==> src/rtl/alu_pkg.sv <==
// Shared constants, opcode encodings and the EX-stage record for the
// operand-fetch / writeback stage around the 8-bit ALU.
package alu_pkg;

    localparam int DW    = 8;
    localparam int NREGS = 8;
    localparam int RW    = $clog2(NREGS);
    localparam int OPW   = 5;

    localparam logic [OPW-1:0] ADD   = 5'b00000;
    localparam logic [OPW-1:0] SUB   = 5'b00001;
    localparam logic [OPW-1:0] AND   = 5'b00010;
    localparam logic [OPW-1:0] OR    = 5'b00011;
    localparam logic [OPW-1:0] XOR   = 5'b00100;
    localparam logic [OPW-1:0] NOR   = 5'b00101;
    localparam logic [OPW-1:0] SLL   = 5'b00110;
    localparam logic [OPW-1:0] SRL   = 5'b00111;
    localparam logic [OPW-1:0] SRA   = 5'b01000;
    localparam logic [OPW-1:0] ROL   = 5'b01001;
    localparam logic [OPW-1:0] ROR   = 5'b01010;
    localparam logic [OPW-1:0] MUL   = 5'b01011;
    localparam logic [OPW-1:0] MULHU = 5'b01100;
    localparam logic [OPW-1:0] DIV   = 5'b01101;
    localparam logic [OPW-1:0] DIVU  = 5'b01110;

    // Everything the EX stage needs to present to the ALU and retire later.
    typedef struct packed {
        logic [OPW-1:0] oper;
        logic [RW-1:0]  rd;
        logic [DW-1:0]  a;
        logic [DW-1:0]  b;
    } ex_t;

endpackage

==> src/rtl/alu_operand_wb_if.sv <==
// Bundle of decoder, ALU, writeback and debug signals of the stage.
// slave = the stage itself, master = its surroundings.
interface alu_operand_wb_if;
    import alu_pkg::*;

    logic           in_valid;
    logic           in_ready;
    logic [OPW-1:0] in_oper;
    logic [RW-1:0]  in_rd;
    logic [RW-1:0]  in_rs1;
    logic [RW-1:0]  in_rs2;
    logic           in_use_imm;
    logic [DW-1:0]  in_imm;
    logic           hold;
    logic [DW-1:0]  alu_a;
    logic [DW-1:0]  alu_b;
    logic [OPW-1:0] alu_oper;
    logic [DW-1:0]  alu_r;
    logic [7:0]     alu_flag;
    logic           wb_valid;
    logic [RW-1:0]  wb_rd;
    logic [DW-1:0]  wb_data;
    logic [7:0]     flag_q;
    logic [RW-1:0]  dbg_addr;
    logic [DW-1:0]  dbg_data;

    modport slave (
        input  in_valid, in_oper, in_rd, in_rs1, in_rs2, in_use_imm, in_imm,
        input  hold, alu_r, alu_flag, dbg_addr,
        output in_ready, alu_a, alu_b, alu_oper,
        output wb_valid, wb_rd, wb_data, flag_q, dbg_data
    );

    modport master (
        output in_valid, in_oper, in_rd, in_rs1, in_rs2, in_use_imm, in_imm,
        output hold, alu_r, alu_flag, dbg_addr,
        input  in_ready, alu_a, alu_b, alu_oper,
        input  wb_valid, wb_rd, wb_data, flag_q, dbg_data
    );

endinterface

==> src/rtl/alu_regfile.sv <==
// NREGS x DW register file: two operand read ports, a debug read port and
// one synchronous write port. Register 0 always reads zero.
module alu_regfile
    import alu_pkg::*;
(
    input  logic          clk,
    input  logic          rst_n,
    input  logic          we_i,
    input  logic [RW-1:0] waddr_i,
    input  logic [DW-1:0] wdata_i,
    input  logic [RW-1:0] raddr1_i,
    input  logic [RW-1:0] raddr2_i,
    input  logic [RW-1:0] dbgAddr_i,
    output logic [DW-1:0] rdata1_o,
    output logic [DW-1:0] rdata2_o,
    output logic [DW-1:0] dbgData_o
);

    logic [NREGS-1:0][DW-1:0] regs_q;

    always_ff @(posedge clk or negedge rst_n) begin
        if (!rst_n) begin
            regs_q <= '0;
        end else if (we_i && (waddr_i != '0)) begin
            regs_q[waddr_i] <= wdata_i;
        end
    end

    // Address 0 is forced to zero on read so no write path can ever alter it.
    assign rdata1_o  = (raddr1_i  == '0) ? '0 : regs_q[raddr1_i];
    assign rdata2_o  = (raddr2_i  == '0) ? '0 : regs_q[raddr2_i];
    assign dbgData_o = (dbgAddr_i == '0) ? '0 : regs_q[dbgAddr_i];

endmodule

==> src/rtl/alu_operand_wb.sv <==
// Operand fetch with forwarding from the in-flight EX instruction, a registered
// EX stage feeding the external ALU, and writeback of its result and flags.
module alu_operand_wb
    import alu_pkg::*;
(
    input  logic             clk,
    input  logic             rst_n,
    alu_operand_wb_if.slave  bus
);

    ex_t           ex_q,       ex_d;
    logic          exValid_q,  exValid_d;
    logic          wbValid_q,  wbValid_d;
    logic [RW-1:0] wbRd_q,     wbRd_d;
    logic [DW-1:0] wbData_q,   wbData_d;
    logic [7:0]    flag_q,     flag_d;

    logic          rfWe;
    logic [DW-1:0] rs1Data;
    logic [DW-1:0] rs2Data;
    logic [DW-1:0] opA;
    logic [DW-1:0] opB;

    alu_regfile u_regfile (
        .clk       (clk),
        .rst_n     (rst_n),
        .we_i      (rfWe),
        .waddr_i   (ex_q.rd),
        .wdata_i   (bus.alu_r),
        .raddr1_i  (bus.in_rs1),
        .raddr2_i  (bus.in_rs2),
        .dbgAddr_i (bus.dbg_addr),
        .rdata1_o  (rs1Data),
        .rdata2_o  (rs2Data),
        .dbgData_o (bus.dbg_data)
    );

    // The EX result is written on the same edge the next instruction is
    // captured, so a dependent reader must take alu_r directly.
    always_comb begin
        opA = rs1Data;
        opB = rs2Data;
        if (exValid_q && (ex_q.rd == bus.in_rs1) && (bus.in_rs1 != '0)) begin
            opA = bus.alu_r;
        end
        if (bus.in_use_imm) begin
            opB = bus.in_imm;
        end else if (exValid_q && (ex_q.rd == bus.in_rs2) && (bus.in_rs2 != '0)) begin
            opB = bus.alu_r;
        end
    end

    always_comb begin
        ex_d      = ex_q;
        exValid_d = exValid_q;
        wbValid_d = 1'b0;
        wbRd_d    = wbRd_q;
        wbData_d  = wbData_q;
        flag_d    = flag_q;
        rfWe      = 1'b0;
        if (!bus.hold) begin
            if (exValid_q) begin
                wbValid_d = 1'b1;
                wbRd_d    = ex_q.rd;
                wbData_d  = bus.alu_r;
                flag_d    = bus.alu_flag;
                rfWe      = (ex_q.rd != '0);
            end
            exValid_d = bus.in_valid;
            // When draining, the ALU inputs keep their last values.
            if (bus.in_valid) begin
                ex_d = '{oper: bus.in_oper, rd: bus.in_rd, a: opA, b: opB};
            end
        end
    end

    always_ff @(posedge clk or negedge rst_n) begin
        if (!rst_n) begin
            ex_q      <= '0;
            exValid_q <= 1'b0;
            wbValid_q <= 1'b0;
            wbRd_q    <= '0;
            wbData_q  <= '0;
            flag_q    <= '0;
        end else begin
            ex_q      <= ex_d;
            exValid_q <= exValid_d;
            wbValid_q <= wbValid_d;
            wbRd_q    <= wbRd_d;
            wbData_q  <= wbData_d;
            flag_q    <= flag_d;
        end
    end

    assign bus.in_ready = ~bus.hold;
    assign bus.alu_a    = ex_q.a;
    assign bus.alu_b    = ex_q.b;
    assign bus.alu_oper = ex_q.oper;
    assign bus.wb_valid = wbValid_q;
    assign bus.wb_rd    = wbRd_q;
    assign bus.wb_data  = wbData_q;
    assign bus.flag_q   = flag_q;

endmodule

==> src/flat_wrapper.sv <==
// flat-port wrapper written by rule: the top's interface ports become plain ports
module alu_operand_wb_flat import alu_pkg::*;
  (clk, rst_n, bus_in_valid, bus_in_oper, bus_in_rd, bus_in_rs1, bus_in_rs2, bus_in_use_imm, bus_in_imm, bus_hold, bus_alu_r, bus_alu_flag, bus_dbg_addr, bus_in_ready, bus_alu_a, bus_alu_b, bus_alu_oper, bus_wb_valid, bus_wb_rd, bus_wb_data, bus_flag_q, bus_dbg_data);
  alu_operand_wb_if bus_i ();
  input  logic clk;
  input  logic rst_n;
  input wire logic [$bits(bus_i.in_valid)-1:0] bus_in_valid;
  input wire logic [$bits(bus_i.in_oper)-1:0] bus_in_oper;
  input wire logic [$bits(bus_i.in_rd)-1:0] bus_in_rd;
  input wire logic [$bits(bus_i.in_rs1)-1:0] bus_in_rs1;
  input wire logic [$bits(bus_i.in_rs2)-1:0] bus_in_rs2;
  input wire logic [$bits(bus_i.in_use_imm)-1:0] bus_in_use_imm;
  input wire logic [$bits(bus_i.in_imm)-1:0] bus_in_imm;
  input wire logic [$bits(bus_i.hold)-1:0] bus_hold;
  input wire logic [$bits(bus_i.alu_r)-1:0] bus_alu_r;
  input wire logic [$bits(bus_i.alu_flag)-1:0] bus_alu_flag;
  input wire logic [$bits(bus_i.dbg_addr)-1:0] bus_dbg_addr;
  output wire logic [$bits(bus_i.in_ready)-1:0] bus_in_ready;
  output wire logic [$bits(bus_i.alu_a)-1:0] bus_alu_a;
  output wire logic [$bits(bus_i.alu_b)-1:0] bus_alu_b;
  output wire logic [$bits(bus_i.alu_oper)-1:0] bus_alu_oper;
  output wire logic [$bits(bus_i.wb_valid)-1:0] bus_wb_valid;
  output wire logic [$bits(bus_i.wb_rd)-1:0] bus_wb_rd;
  output wire logic [$bits(bus_i.wb_data)-1:0] bus_wb_data;
  output wire logic [$bits(bus_i.flag_q)-1:0] bus_flag_q;
  output wire logic [$bits(bus_i.dbg_data)-1:0] bus_dbg_data;
  assign bus_i.in_valid = bus_in_valid;
  assign bus_i.in_oper = bus_in_oper;
  assign bus_i.in_rd = bus_in_rd;
  assign bus_i.in_rs1 = bus_in_rs1;
  assign bus_i.in_rs2 = bus_in_rs2;
  assign bus_i.in_use_imm = bus_in_use_imm;
  assign bus_i.in_imm = bus_in_imm;
  assign bus_i.hold = bus_hold;
  assign bus_i.alu_r = bus_alu_r;
  assign bus_i.alu_flag = bus_alu_flag;
  assign bus_i.dbg_addr = bus_dbg_addr;
  assign bus_in_ready = bus_i.in_ready;
  assign bus_alu_a = bus_i.alu_a;
  assign bus_alu_b = bus_i.alu_b;
  assign bus_alu_oper = bus_i.alu_oper;
  assign bus_wb_valid = bus_i.wb_valid;
  assign bus_wb_rd = bus_i.wb_rd;
  assign bus_wb_data = bus_i.wb_data;
  assign bus_flag_q = bus_i.flag_q;
  assign bus_dbg_data = bus_i.dbg_data;
  alu_operand_wb u_core (.clk(clk), .rst_n(rst_n), .bus(bus_i));
endmodule
==> config.mk <==
export PLATFORM = sky130hd
export DESIGN_NAME = alu_operand_wb_flat
export DESIGN_NICKNAME = d
export VERILOG_FILES = /design/src/rtl/alu_pkg.sv /design/src/rtl/alu_operand_wb_if.sv /design/src/rtl/alu_regfile.sv /design/src/rtl/alu_operand_wb.sv /design/src/flat_wrapper.sv
export SDC_FILE = /design/constraint.sdc
export NUM_CORES = 1
export LEC_CHECK = 0
export BUFFER_PORTS_ARGS = -buffer_cell sky130_fd_sc_hd__buf_4
export CORE_ASPECT_RATIO = 0.9
export CORE_UTILIZATION = 55
export CTS_CLUSTER_DIAMETER = 120
export DETAILED_ROUTE_END_ITERATION = 8
export PLACE_DENSITY_LB_ADDON = 0.2
export SYNTH_ARGS = -nofsm -noshare
export SYNTH_HDL_FRONTEND = slang
export SYNTH_SLANG_ARGS = --single-unit
export TNS_END_PERCENT = 100
==> constraint.sdc <==
create_clock -name clk -period 2 [get_ports clk]
set_input_delay 0.2 -clock clk [delete_from_list [all_inputs] [get_ports clk]]
set_output_delay 0.2 -clock clk [all_outputs]
set_load 0.02 [all_outputs]
==> metrics <==
top-area cell type share of the netlist area 43.7%; P&R area growth vs syn 15.6%; Netlist cell types 44; flop-to-flop setup slack 190 ps; Post-synth ARST share 100%; Hold Path Sink u_core.bus.flag_q[2]; vias per cell 6.05; Max rail drop VDD 725 µV; Avg Cell Area, Syn 11.1 µm²; dominant cells by area after synthesis dfrtp_1 44%, mux2_2 10%, mux4_2 8.3%; Routed WL per cell 21.3 µm; CTS tree yes; HPWL Detailed 11600 µm; number of global-route vias before repair 4572; wire length on met1 7600 µm; Layout fillers 855; die height 103 µm; critical path arrival 1670 ps; Die ar. 0.0118 mm²; initial antenna violation count 0; clock root buffer clkbuf_16; Layout Nets 660; status finished, final reports clean; CP Cell Sequence mux4_2 > nor2_1 > a221oi_1 > buf_4; largest net degree at the start of global routing 45; Setup WS pre-CTS 241 ps; TritonRoute pass-1 iters 4; Hold Path Depth 3; setup tns final 0 ps; CP max-delay cell mux4_2; CP peak stage delay 490 ps; final setup fails 0; die width 114 µm; Synth Register Bits 109; Hold Startpoint bus_alu_flag[2]; yosys warns 0; # rows 36; Yosys top cell by area dfrtp_1; gate count of the mapped netlist 563; DRT Wirelength 16400 µm; initial DRC count 298; remaining antenna violation count 0; Max-Cap Viols 0; gr usage total 29.9%; core outline area 0.0109 mm²; top_reg_cell synth dfrtp_1; CTS Buffer Depth 2; final core occ 65.9%; Worst Tran Pin Value 669 ps; final worst slack 129 ps; Hold Path Class in2reg; post-synthesis sequential area ratio 43.7%; Crit Path Class reg2out; RSZ-0062 raised after global routing false; Tot Pwr 7.82 mW; CTS H-Tree Depth 3; Mapped Area 0.00624 mm²; synthesized net count 609; total CTS buffers 9; final worst-path cycle share 93.6%; first-pass GRT wire length 26100 µm; Final min period 1870 ps; CP Launch Type flip-flop; port buffer count 95; skew final 5.96 ps; # diodes 0; worst skew pair latency 350 ps; wire length on met2 7420 µm; Post-synth EDFFs 0; Clock Sinks 109; Max Clk Rate 0.534 GHz; count of pins over their slew limit 0; worst flop-to-flop path startpoint u_core.ex_q[17]; Crit. End Element primary output; top layer in use met4; initial core utilization 57.0%; PwrDens 1080 mW/mm²; gr ovfl total 0; Via Count 4658; worst r2r dst u_core.bus.alu_b[7]; number of top-level pins 96; slew margin rel. 55.3%; clock-pin slew on the worst setup and hold paths 70 ps; leakage 3.39 nW; Final Hold Violating Endpoints 0; layout cells sized above 1 37.4%; DRC 0; peak fanout along the critical path 4; Worst EP required 1800 ps; cell count of the worst reg-to-reg path 4; metal3 WL 1170 µm; Final GP Congestion 0.914
==> layout by cell type, fill, tap and decap left out, types with 11 or more instances in the layout <==
master	n
nand3_1	15
o21ai_0	17
buf_4	108
mux2_2	56
mux2i_1	48
nand2_1	97
mux4_2	23
dfrtp_1	109
nor2_1	12
a22oi_1	16
nor2b_1	11
==> sequential cells by signal, indices dropped and copies added, names as in the netlist <==
| signal | cells |
|---|---|
| u_core.bus.alu_a | 8 |
| u_core.bus.alu_b | 8 |
| u_core.bus.alu_oper | 5 |
| u_core.bus.flag_q | 8 |
| u_core.bus.wb_data | 8 |
| u_core.bus.wb_rd | 3 |
| u_core.bus.wb_valid | 1 |
| u_core.exValid_q | 1 |
| u_core.ex_q | 3 |
| u_core.u_regfile.regs_q | 64 |
==> Yosys cell counts, drive strengths merged (8+ instances only) <==
master and number:
o21ai 17, buf 46, a221oi 8, a22oi 16
mux2 64, nor2 14, clkbuf 25, o211ai 8
nand2b 11, mux2i 48, nand3 15, dfrtp 109
mux4 23, nand2 98, o2bb2ai 9, nor2b 11
a31o 8
==> what timing repair did <==
action | in CTS | in global routing
endpoints found under the hold margin | 34 | 0
buffers inserted | 0 | 0
gates resized for setup | 0 | 0
hold buffers | 1 | 0
==> final cells by class <==
cell class	count	area (µm²)	share of cell area [%]
Clock inverter	4	47.5	0.659
Clock buffer	11	253	3.50
Timing Repair Buffer	111	861	11.9
Multi-Input combinational cell	377	3110	43.1
Tap cell	152	190	2.64
Sequential cell	109	2730	37.8
Inverter	6	23.8	0.330
==> routing by layer <==
layer  track usage (%)  vias up
met5                 0        -
met4              6.89        0
met3              5.53       18
met2              46.1      218
met1              44.2     2345
li1                  -     2077
==> kinds of logic after synthesis <==
logic type / share of synthesized area, %
xor+xnor: 0.702
flops: 43.7
mux: 28.0
simple gates: 12.6
buf+inv: 6.47
compound gates: 8.52
==> power breakdown <==
group | switching [mW] | total, mW | leakage (nW) | internal, mW
Clock | 0.801 | 1.83 | 0.147 | 1.03
Combinational | 1.18 | 2.53 | 1.88 | 1.36
Sequential | 0.644 | 3.46 | 1.37 | 2.81
Total | 2.62 | 7.82 | 3.39 | 5.20
==> worst max-delay path, delay by kind of cell, from the launching register on <==
family	cells	cell delay, ps
multiplexers	1	490
AO/OA/AOI/OAI	1	90
buffers and inverters	1	190
flip-flops	1	420
AND/OR/NAND/NOR	1	140
==> metrics by stage <==
stage          hold slack [ps]  instances  cell area [µm²]
2_1_floorplan            -95.6        563             6240
3_3_place_gp               193        754             6900
3_5_place_dp               199        754             6900
4_1_cts                   36.8        770             7210
5_1_grt                   44.3        770             7210
6_report                  38.3        770             7210
==> worst max path at each step <==
stage	start	endpoint	cells after the start
after detailed placement	u_core.exValid_q	u_core.u_regfile.regs_q[13]	5
after global placement	u_core.exValid_q	u_core.u_regfile.regs_q[47]	5
after CTS	u_core.u_regfile.regs_q[3]	bus_dbg_data[3]	4
after global routing	u_core.ex_q[17]	u_core.bus.alu_b[7]	4
after floorplan	bus_dbg_addr[1]	bus_dbg_data[7]	6
final	u_core.u_regfile.regs_q[31]	bus_dbg_data[7]	4
(Power assumes the default switching activity.)
